[src/rtl/coef_load_ctrl.sv]
// coef_load_ctrl
// Loads a stream of coefficient words into the dual-channel (L/R)
// coefficient RAM. The words go to consecutive addresses from a base
// address, and the address wraps modulo 2^ADDR_W. busy stays high for the
// whole load so that the FIR engine can stall. done pulses when the load
// ends, and err/err_code report the outcome.
// Optional readback verification: define COEF_VERIFY_EN.
module coef_load_ctrl #(
    parameter int ADDR_W  = 14,
    parameter int DATA_W  = 36,
    parameter int TIMEOUT = 1024
) (
    input  logic              clock,
    input  logic              reset,
    input  logic              start,
    input  logic [1:0]        chan,
    input  logic [ADDR_W-1:0] base_addr,
    input  logic [ADDR_W:0]   count,
    input  logic              s_valid,
    output logic              s_ready,
    input  logic [DATA_W-1:0] s_data,
    input  logic              s_last,
    output logic [ADDR_W-1:0] addrLrw,
    output logic [ADDR_W-1:0] addrRrw,
    output logic [DATA_W-1:0] datainLrw,
    output logic [DATA_W-1:0] datainRrw,
    output logic              weL,
    output logic              weR,
    input  logic [DATA_W-1:0] dataoutLrw,
    input  logic [DATA_W-1:0] dataoutRrw,
    output logic              busy,
    output logic              done,
    output logic              err,
    output logic [1:0]        err_code
);

    localparam int CNT_W = ADDR_W + 1;
    localparam int TO_W  = $clog2(TIMEOUT + 1);

    localparam logic [CNT_W-1:0] MAX_CNT = {1'b1, {ADDR_W{1'b0}}};
    localparam logic [TO_W-1:0]  TO_LAST = TO_W'(TIMEOUT - 1);

    localparam logic [1:0] EC_NONE  = 2'b00;
    localparam logic [1:0] EC_COUNT = 2'b01;
    localparam logic [1:0] EC_LEN   = 2'b10;
    localparam logic [1:0] EC_TMO   = 2'b11;

    typedef enum logic [1:0] {
        S_IDLE   = 2'd0,
        S_LOAD   = 2'd1,
        S_DONE   = 2'd2
`ifdef COEF_VERIFY_EN
        ,
        S_VERIFY = 2'd3
`endif
    } state_t;

    state_t r_state;
    state_t w_next;

    // Command latched at an accepted start.
    logic [1:0]        r_chan;
    logic [ADDR_W-1:0] r_base;
    logic [CNT_W-1:0]  r_cnt;

    // Progress through the load.
    logic [CNT_W-1:0]  r_idx;
    logic [TO_W-1:0]   r_idle;
    logic              r_bad_done;

    // Registered RAM port drive.
    logic [ADDR_W-1:0] r_addrL;
    logic [ADDR_W-1:0] r_addrR;
    logic [DATA_W-1:0] r_dinL;
    logic [DATA_W-1:0] r_dinR;
    logic              r_weL;
    logic              r_weR;

    logic              r_err;
    logic [1:0]        r_err_code;

    logic              w_idle;
    logic              w_load;
    logic              w_verify;
    logic              w_cnt_ok;
    logic              w_start_ok;
    logic              w_start_bad;
    logic              w_xfer;
    logic              w_nth;
    logic              w_early;
    logic              w_tmo;
    logic              w_vend;
    logic              w_vfail;
    logic              w_useL;
    logic              w_useR;
    logic [ADDR_W-1:0] w_idx_addr;

    assign w_idle      = (r_state == S_IDLE);
    assign w_load      = (r_state == S_LOAD);
    assign w_cnt_ok    = (count != '0) && (count <= MAX_CNT);
    assign w_start_ok  = w_idle && start && w_cnt_ok;
    assign w_start_bad = w_idle && start && !w_cnt_ok;

    // s_ready is high for the whole LOAD state, so a transfer is just s_valid.
    assign w_xfer  = w_load && s_valid;
    assign w_nth   = w_xfer && (r_idx == (r_cnt - CNT_W'(1)));
    assign w_early = w_xfer && s_last && !w_nth;
    assign w_tmo   = w_load && !s_valid && (r_idle == TO_LAST);

    // 00 = L only, 01 = R only, 1x = both channels.
    assign w_useL     = (r_chan != 2'b01);
    assign w_useR     = (r_chan != 2'b00);
    assign w_idx_addr = r_base + r_idx[ADDR_W-1:0];

`ifdef COEF_VERIFY_EN
    // Readback works at one address every two cycles. The address is
    // registered into the RAM in the cycle where r_vcyc is even. The RAM
    // output register then shows the word when r_vcyc is even again, two
    // cycles later. The last sample happens at r_vcyc == 2*N.
    logic [CNT_W:0]    r_vcyc;
    logic [DATA_W-1:0] r_csum;
    logic [DATA_W-1:0] r_rdL;
    logic [DATA_W-1:0] r_rdR;
    logic              w_vsample;
    logic              w_vmis;
    logic [ADDR_W-1:0] w_vaddr;
    logic [DATA_W-1:0] w_rdL_fin;
    logic [DATA_W-1:0] w_rdR_fin;

    assign w_verify  = (r_state == S_VERIFY);
    assign w_vend    = w_verify && (r_vcyc == {r_cnt, 1'b0});
    assign w_vsample = w_verify && (r_vcyc != '0) && !r_vcyc[0];
    assign w_vaddr   = r_base + r_vcyc[ADDR_W:1];
    assign w_rdL_fin = r_rdL ^ dataoutLrw;
    assign w_rdR_fin = r_rdR ^ dataoutRrw;
    // The last word is folded in combinationally, so the result is known in
    // the final VERIFY cycle. L and R are checked independently.
    assign w_vmis    = (w_useL && (w_rdL_fin != r_csum)) ||
                       (w_useR && (w_rdR_fin != r_csum));
    assign w_vfail   = w_vend && w_vmis;

    // Checksum of written words, readback accumulation and verify cycle count.
    always_ff @(posedge clock) begin
        if (reset) begin
            r_vcyc <= '0;
            r_csum <= '0;
            r_rdL  <= '0;
            r_rdR  <= '0;
        end else if (w_start_ok) begin
            r_vcyc <= '0;
            r_csum <= '0;
            r_rdL  <= '0;
            r_rdR  <= '0;
        end else begin
            if (w_xfer)
                r_csum <= r_csum ^ s_data;
            if (w_verify)
                r_vcyc <= r_vcyc + 1'b1;
            if (w_vsample) begin
                r_rdL <= w_rdL_fin;
                r_rdR <= w_rdR_fin;
            end
        end
    end
`else
    // Without verification the readback ports are not needed.
    logic w_unused_rd;
    assign w_unused_rd = ^{dataoutLrw, dataoutRrw};
    assign w_verify    = 1'b0;
    assign w_vend      = 1'b0;
    assign w_vfail     = 1'b0;
`endif

    // State register.
    always_ff @(posedge clock) begin
        if (reset)
            r_state <= S_IDLE;
        else
            r_state <= w_next;
    end

    // Next-state logic.
    always_comb begin
        w_next = r_state;
        unique case (r_state)
            S_IDLE: begin
                if (w_start_ok)
                    w_next = S_LOAD;
            end
            S_LOAD: begin
                if (w_nth)
`ifdef COEF_VERIFY_EN
                    w_next = S_VERIFY;
`else
                    w_next = S_DONE;
`endif
                else if (w_early || w_tmo)
                    w_next = S_DONE;
            end
`ifdef COEF_VERIFY_EN
            S_VERIFY: begin
                if (w_vend)
                    w_next = S_DONE;
            end
`endif
            S_DONE: w_next = S_IDLE;
            default: w_next = S_IDLE;
        endcase
    end

    // Handshake and status outputs decoded from the state.
    always_comb begin
        s_ready = w_load;
        busy    = w_load || w_verify;
        done    = (r_state == S_DONE) || r_bad_done;
    end

    // Command latch, word index and idle (timeout) counter.
    always_ff @(posedge clock) begin
        if (reset) begin
            r_chan     <= '0;
            r_base     <= '0;
            r_cnt      <= '0;
            r_idx      <= '0;
            r_idle     <= '0;
            r_bad_done <= 1'b0;
        end else begin
            r_bad_done <= w_start_bad;
            if (w_start_ok) begin
                r_chan <= chan;
                r_base <= base_addr;
                r_cnt  <= count;
                r_idx  <= '0;
                r_idle <= '0;
            end else if (w_xfer) begin
                r_idx  <= r_idx + CNT_W'(1);
                r_idle <= '0;
            end else if (w_load) begin
                r_idle <= r_idle + TO_W'(1);
            end
        end
    end

    // RAM port drive. Each write is a one-cycle pulse, and its address and
    // data are registered along with it. A channel that is not used keeps
    // its last address.
    always_ff @(posedge clock) begin
        if (reset) begin
            r_addrL <= '0;
            r_addrR <= '0;
            r_dinL  <= '0;
            r_dinR  <= '0;
            r_weL   <= 1'b0;
            r_weR   <= 1'b0;
        end else begin
            r_weL <= w_xfer && w_useL;
            r_weR <= w_xfer && w_useR;
            if (w_xfer && w_useL) begin
                r_addrL <= w_idx_addr;
                r_dinL  <= s_data;
            end
            if (w_xfer && w_useR) begin
                r_addrR <= w_idx_addr;
                r_dinR  <= s_data;
            end
`ifdef COEF_VERIFY_EN
            if (w_verify && !r_vcyc[0] && !w_vend) begin
                if (w_useL)
                    r_addrL <= w_vaddr;
                if (w_useR)
                    r_addrR <= w_vaddr;
            end
`endif
        end
    end

    // Sticky error status. It is cleared only by an accepted start.
    always_ff @(posedge clock) begin
        if (reset) begin
            r_err      <= 1'b0;
            r_err_code <= EC_NONE;
        end else if (w_start_ok) begin
            r_err      <= 1'b0;
            r_err_code <= EC_NONE;
        end else if (w_start_bad) begin
            r_err      <= 1'b1;
            r_err_code <= EC_COUNT;
        end else if (w_early) begin
            r_err      <= 1'b1;
            r_err_code <= EC_LEN;
        end else if (w_tmo || w_vfail) begin
            r_err      <= 1'b1;
            r_err_code <= EC_TMO;
        end
    end

    assign addrLrw   = r_addrL;
    assign addrRrw   = r_addrR;
    assign datainLrw = r_dinL;
    assign datainRrw = r_dinR;
    assign weL       = r_weL;
    assign weR       = r_weR;
    assign err       = r_err;
    assign err_code  = r_err_code;

endmodule

[config.mk]
export PLATFORM = sky130hd
export DESIGN_NAME = coef_load_ctrl
export DESIGN_NICKNAME = d
export VERILOG_FILES = /design/src/rtl/coef_load_ctrl.sv
export SDC_FILE = /design/constraint.sdc
export NUM_CORES = 1
export LEC_CHECK = 0
export ABC_AREA = 1
export CAP_MARGIN = 20
export CORE_UTILIZATION = 49
export DETAILED_ROUTE_END_ITERATION = 7
export PLACE_DENSITY = 0.86
export RECOVER_POWER = 50
export SKIP_LAST_GASP = 1
export SYNTH_ARGS = -nofsm -noshare
export SYNTH_HDL_FRONTEND = slang
export SYNTH_SLANG_ARGS = --single-unit
export TNS_END_PERCENT = 100
[constraint.sdc]
create_clock -name clock -period 4.9 [get_ports clock]
set_input_delay 0.98 -clock clock [delete_from_list [all_inputs] [get_ports clock]]
set_output_delay 0.98 -clock clock [all_outputs]
set_load 0.1 [all_outputs]
==> metrics.md <==
| Metric | Value |
|---|---|
| Status | complete, but fails checks |
| Failing checks | capacitance limit, slew limit |
| Crit path top cell by count | a21oi_1 |
| CTS tree | built |
| Clock power share | 0.374 |
| Clk sink count | 165 |
| Tot GR Track Use | 0.2642 |
| Placeable Area | 14530 sq um |
| Tmin final | 3.644 ns |
| Dpl cells | 1335 |
| Layout Cells excl Fill | 1366 |
| Peak VDD IR | 320.3 uV |
| Yosys warnings | 0 |
| Total negative setup slack | 0 ns |
| Die width | 124.3 um |
| Multi-input gate area | 3461 sq um |
| Tcrit/Tclk final | 0.7437 |
| CP max stage delay | 1.09 ns |
| DR WL/cell | 14.83 um |
| Final ANT Viol Nets | 0 |
| Io pins | 252 |
| Fraction of layout cells with a size suffix above 1 | 0.04315 |
| Number of global-route vias before repair | 6761 |
| Drt initial violations | 427 |
| Root Buffer | clkbuf_16 |
| CP Buf/Inv Count | 3 |
| WP depth | 10 |
| Lkg Pwr | 0.004324 uW |
| GP Congestion | 0.9156 |
| Worst Setup End Kind | register |
| IO Port Bufs | 179 |
| Relative slew margins | -0.008231 |
| Dominant cell type by area after synthesis | dfxtp_1 |
| Total grt overflow | 0 |
| Syn_nets | 1171 |
| Post-Synthesis Cells | 1010 |
| Pin count of the biggest net entering global routing | 116 |
| Ant. Diodes | 0 |
| Final setup vio count | 0 |
| Crit-path cells | dlygate4sd3_1, nor2_1, nand3_1, nor3_1, or2_2, a21oi_1, inv_1, clkbuf_1, o21ai_0, a21oi_1 |
| Fmax | 274.4 MHz |
| Die Ht | 124.3 um |
| Pint | 2270 uW |
| Die area | 15440 sq um |
| Sw power | 1088 uW |
| Top FF cell, synth | dfxtp_1 |
| CP max-delay cell | clkbuf_1 |
| Post-synth EDFFs | 0 |
| CTS buffer count | 17 |
| Final wirelength | 20250 um |
| Most common cell in the netlist | nor2_1 |
| RSZ-0062 raised after global routing | no |
| CTS resizes | 0 |
| Pwr dens | 345.8 nW/um^2 |
| Worst Hold Class | register to register |
| Post-CTS setup buffer count | 0 |
| Final instance area | 9709 sq um |
| CTS Buffer Depth | 2 |
| TritonRoute pass-1 iters | 5 |
| Post-synth top area share | 0.4509 |
| Fraction of registers with async set/reset | 0 |
| Starting density of the core | 0.5040 |
| Top cells by area, synth | dfxtp_1 (45%), nor2_1 (14%), o21ai_0 (8.9%) |
| Avg Cell Area, Syn | 7.253 sq um |
| Clock-pin slew on the worst setup and hold paths | 0.06 ns |
| Syn-to-layout area delta | 32.54% |
| Total power | 3357 uW |
| Worst-Skew Late Latency | 0.44 ns |
| Slew Limit Fails | 85 |
| Worst-Margin Slew | 1.511 ns |
| Final HPWL DP | 13770 um |
| First-pass GRT wire length | 32690 um |
| Data required, critical path | 5.25 ns |
| Cell depth of the worst flop-to-flop path | 6 |
| FF+latch area | 3303 sq um |
| Synthesized area | 7326 sq um |
| Sequential share of power | 0.427 |
| Final Hold Viols | 0 |
| Drt drc | 0 |
| Worst-path maximum fanout | 38 |
| Comb power frac | 0.198 |
| Layout fillers | 1241 |
| Synth cell count leaders | nor2_1 (278), dfxtp_1 (165), o21ai_0 (131) |
| Yosys reg bits | 165 |
| Min-Delay Path Depth | 2 |
| Initial antenna violation count | 0 |
| Avg Vias per Cell | 5.201 |
| Post-DP Area | 9210 sq um |
| Setup CP Type | primary input to register |
| # hold bufs at CTS | 0 |
| Final nets | 1331 |
| CTS H-Tree Depth | 4 |
| Register area share after synthesis | 0.4509 |
| Distinct cells, synth | 40 |
| Worst path arrival time | 4.00 ns |
| Clock Skew | 0.009292 ns |
| Via count | 7105 |
| CP Launch Type | primary input |
| CP top delay family | buffers and inverters |
| Sw Ratio | 0.3240 |
| Num rows | 44 |
| Max Cap Violations | 2 |
-- power groups by stage --
stage               logic (uW)  registers, uW  clock network (uW)
floorplan                  229           1700                   0
global placement           659           1460                   0
detailed placement         664           1460                   0
CTS                        670           1430                1270
global route               711           1440                1330
finish                     666           1430                1260
-- worst paths after layout --
path | end | from | slack, ns
max | r_base[1]$_SDFFE_PP0P_ | count[12] | 1.26
min | r_idle[0]$_SDFFE_PP0P_ | r_idle[0]$_SDFFE_PP0P_ | 0.48
max reg2reg | addrRrw[7]$_SDFFE_PP0P_ | r_state[1]$_SDFFE_PP0P_ | 2.27
min reg2reg | r_idle[0]$_SDFFE_PP0P_ | r_idle[0]$_SDFFE_PP0P_ | 0.48
-- tightest hold or removal path, delay by kind of cell (launching register included) --
kind / cells / cell delay (ns)
DFF: 1 / 0.32
and+or+nand+nor: 1 / 0.07
AOI/OAI and AO/OA: 1 / 0.05
-- per-stage QoR --
stage | utilization | hold slack (ns) | setup WS, ns
5_1_grt | 0.6680 | 0.5090 | 0.9330
3_3_place_gp | 0.6337 | 0.4661 | 1.392
4_1_cts | 0.6714 | 0.4886 | 1.633
3_5_place_dp | 0.6337 | 0.4777 | 1.367
2_1_floorplan | - | 0.4479 | 2.553
6_report | 0.6680 | 0.4847 | 1.256
-- cells in the final DEF (no fill, tap or decap), types with 4 or more instances in the layout --
master,n
xnor2_1,13
a21o_1,4
clkdlybuf4s50_1,177
o211ai_1,4
nand4_1,9
inv_1,86
nand2_1,120
dfxtp_1,165
buf_4,4
nor2_1,279
xor2_1,19
inv_6,4
ha_1,16
a21oi_1,41
nand3_1,38
o21ai_0,132
nor3_1,5
clkbuf_16,17
inv_2,4
nand3b_1,8
-- area by class of cell --
class                      instances  share of cell area
timing repair buffer             185              0.1884
tap                              184             0.02371
clock inverter                    11            0.009407
sequential                       165              0.3402
clock buffer                      20             0.04704
multi-input combinational        711              0.3564
inverter                          90             0.03479
-- registers in the layout (all words and copies together) (netlist names), 2 cells and up --
register   cells
datainLrw     36
datainRrw     36
r_cnt         15
r_idx         15
addrLrw       14
addrRrw       14
r_base        14
r_idle        11
err_code       2
r_chan         2
r_state        2
-- layer usage --
layer | track usage | up-vias | wire, um
li1 | - | 3543 | -
met1 | 0.3083 | 3321 | 8547
met2 | 0.4452 | 222 | 9601
met3 | 0.1001 | 19 | 1836
met4 | 0.08292 | 0 | 265
met5 | 0 | - | 0
-- kinds of logic after synthesis --
group	count (synthesis)	share of synthesized area
buffers and inverters	134	0.07310
adders and majority gates	17	0.03006
DFF	165	0.4509
AOI/OAI and AO/OA	188	0.1348
and+or+nand+nor	474	0.2729
xor gates and xnor gates	32	0.03826
(Power assumes the default switching activity.)
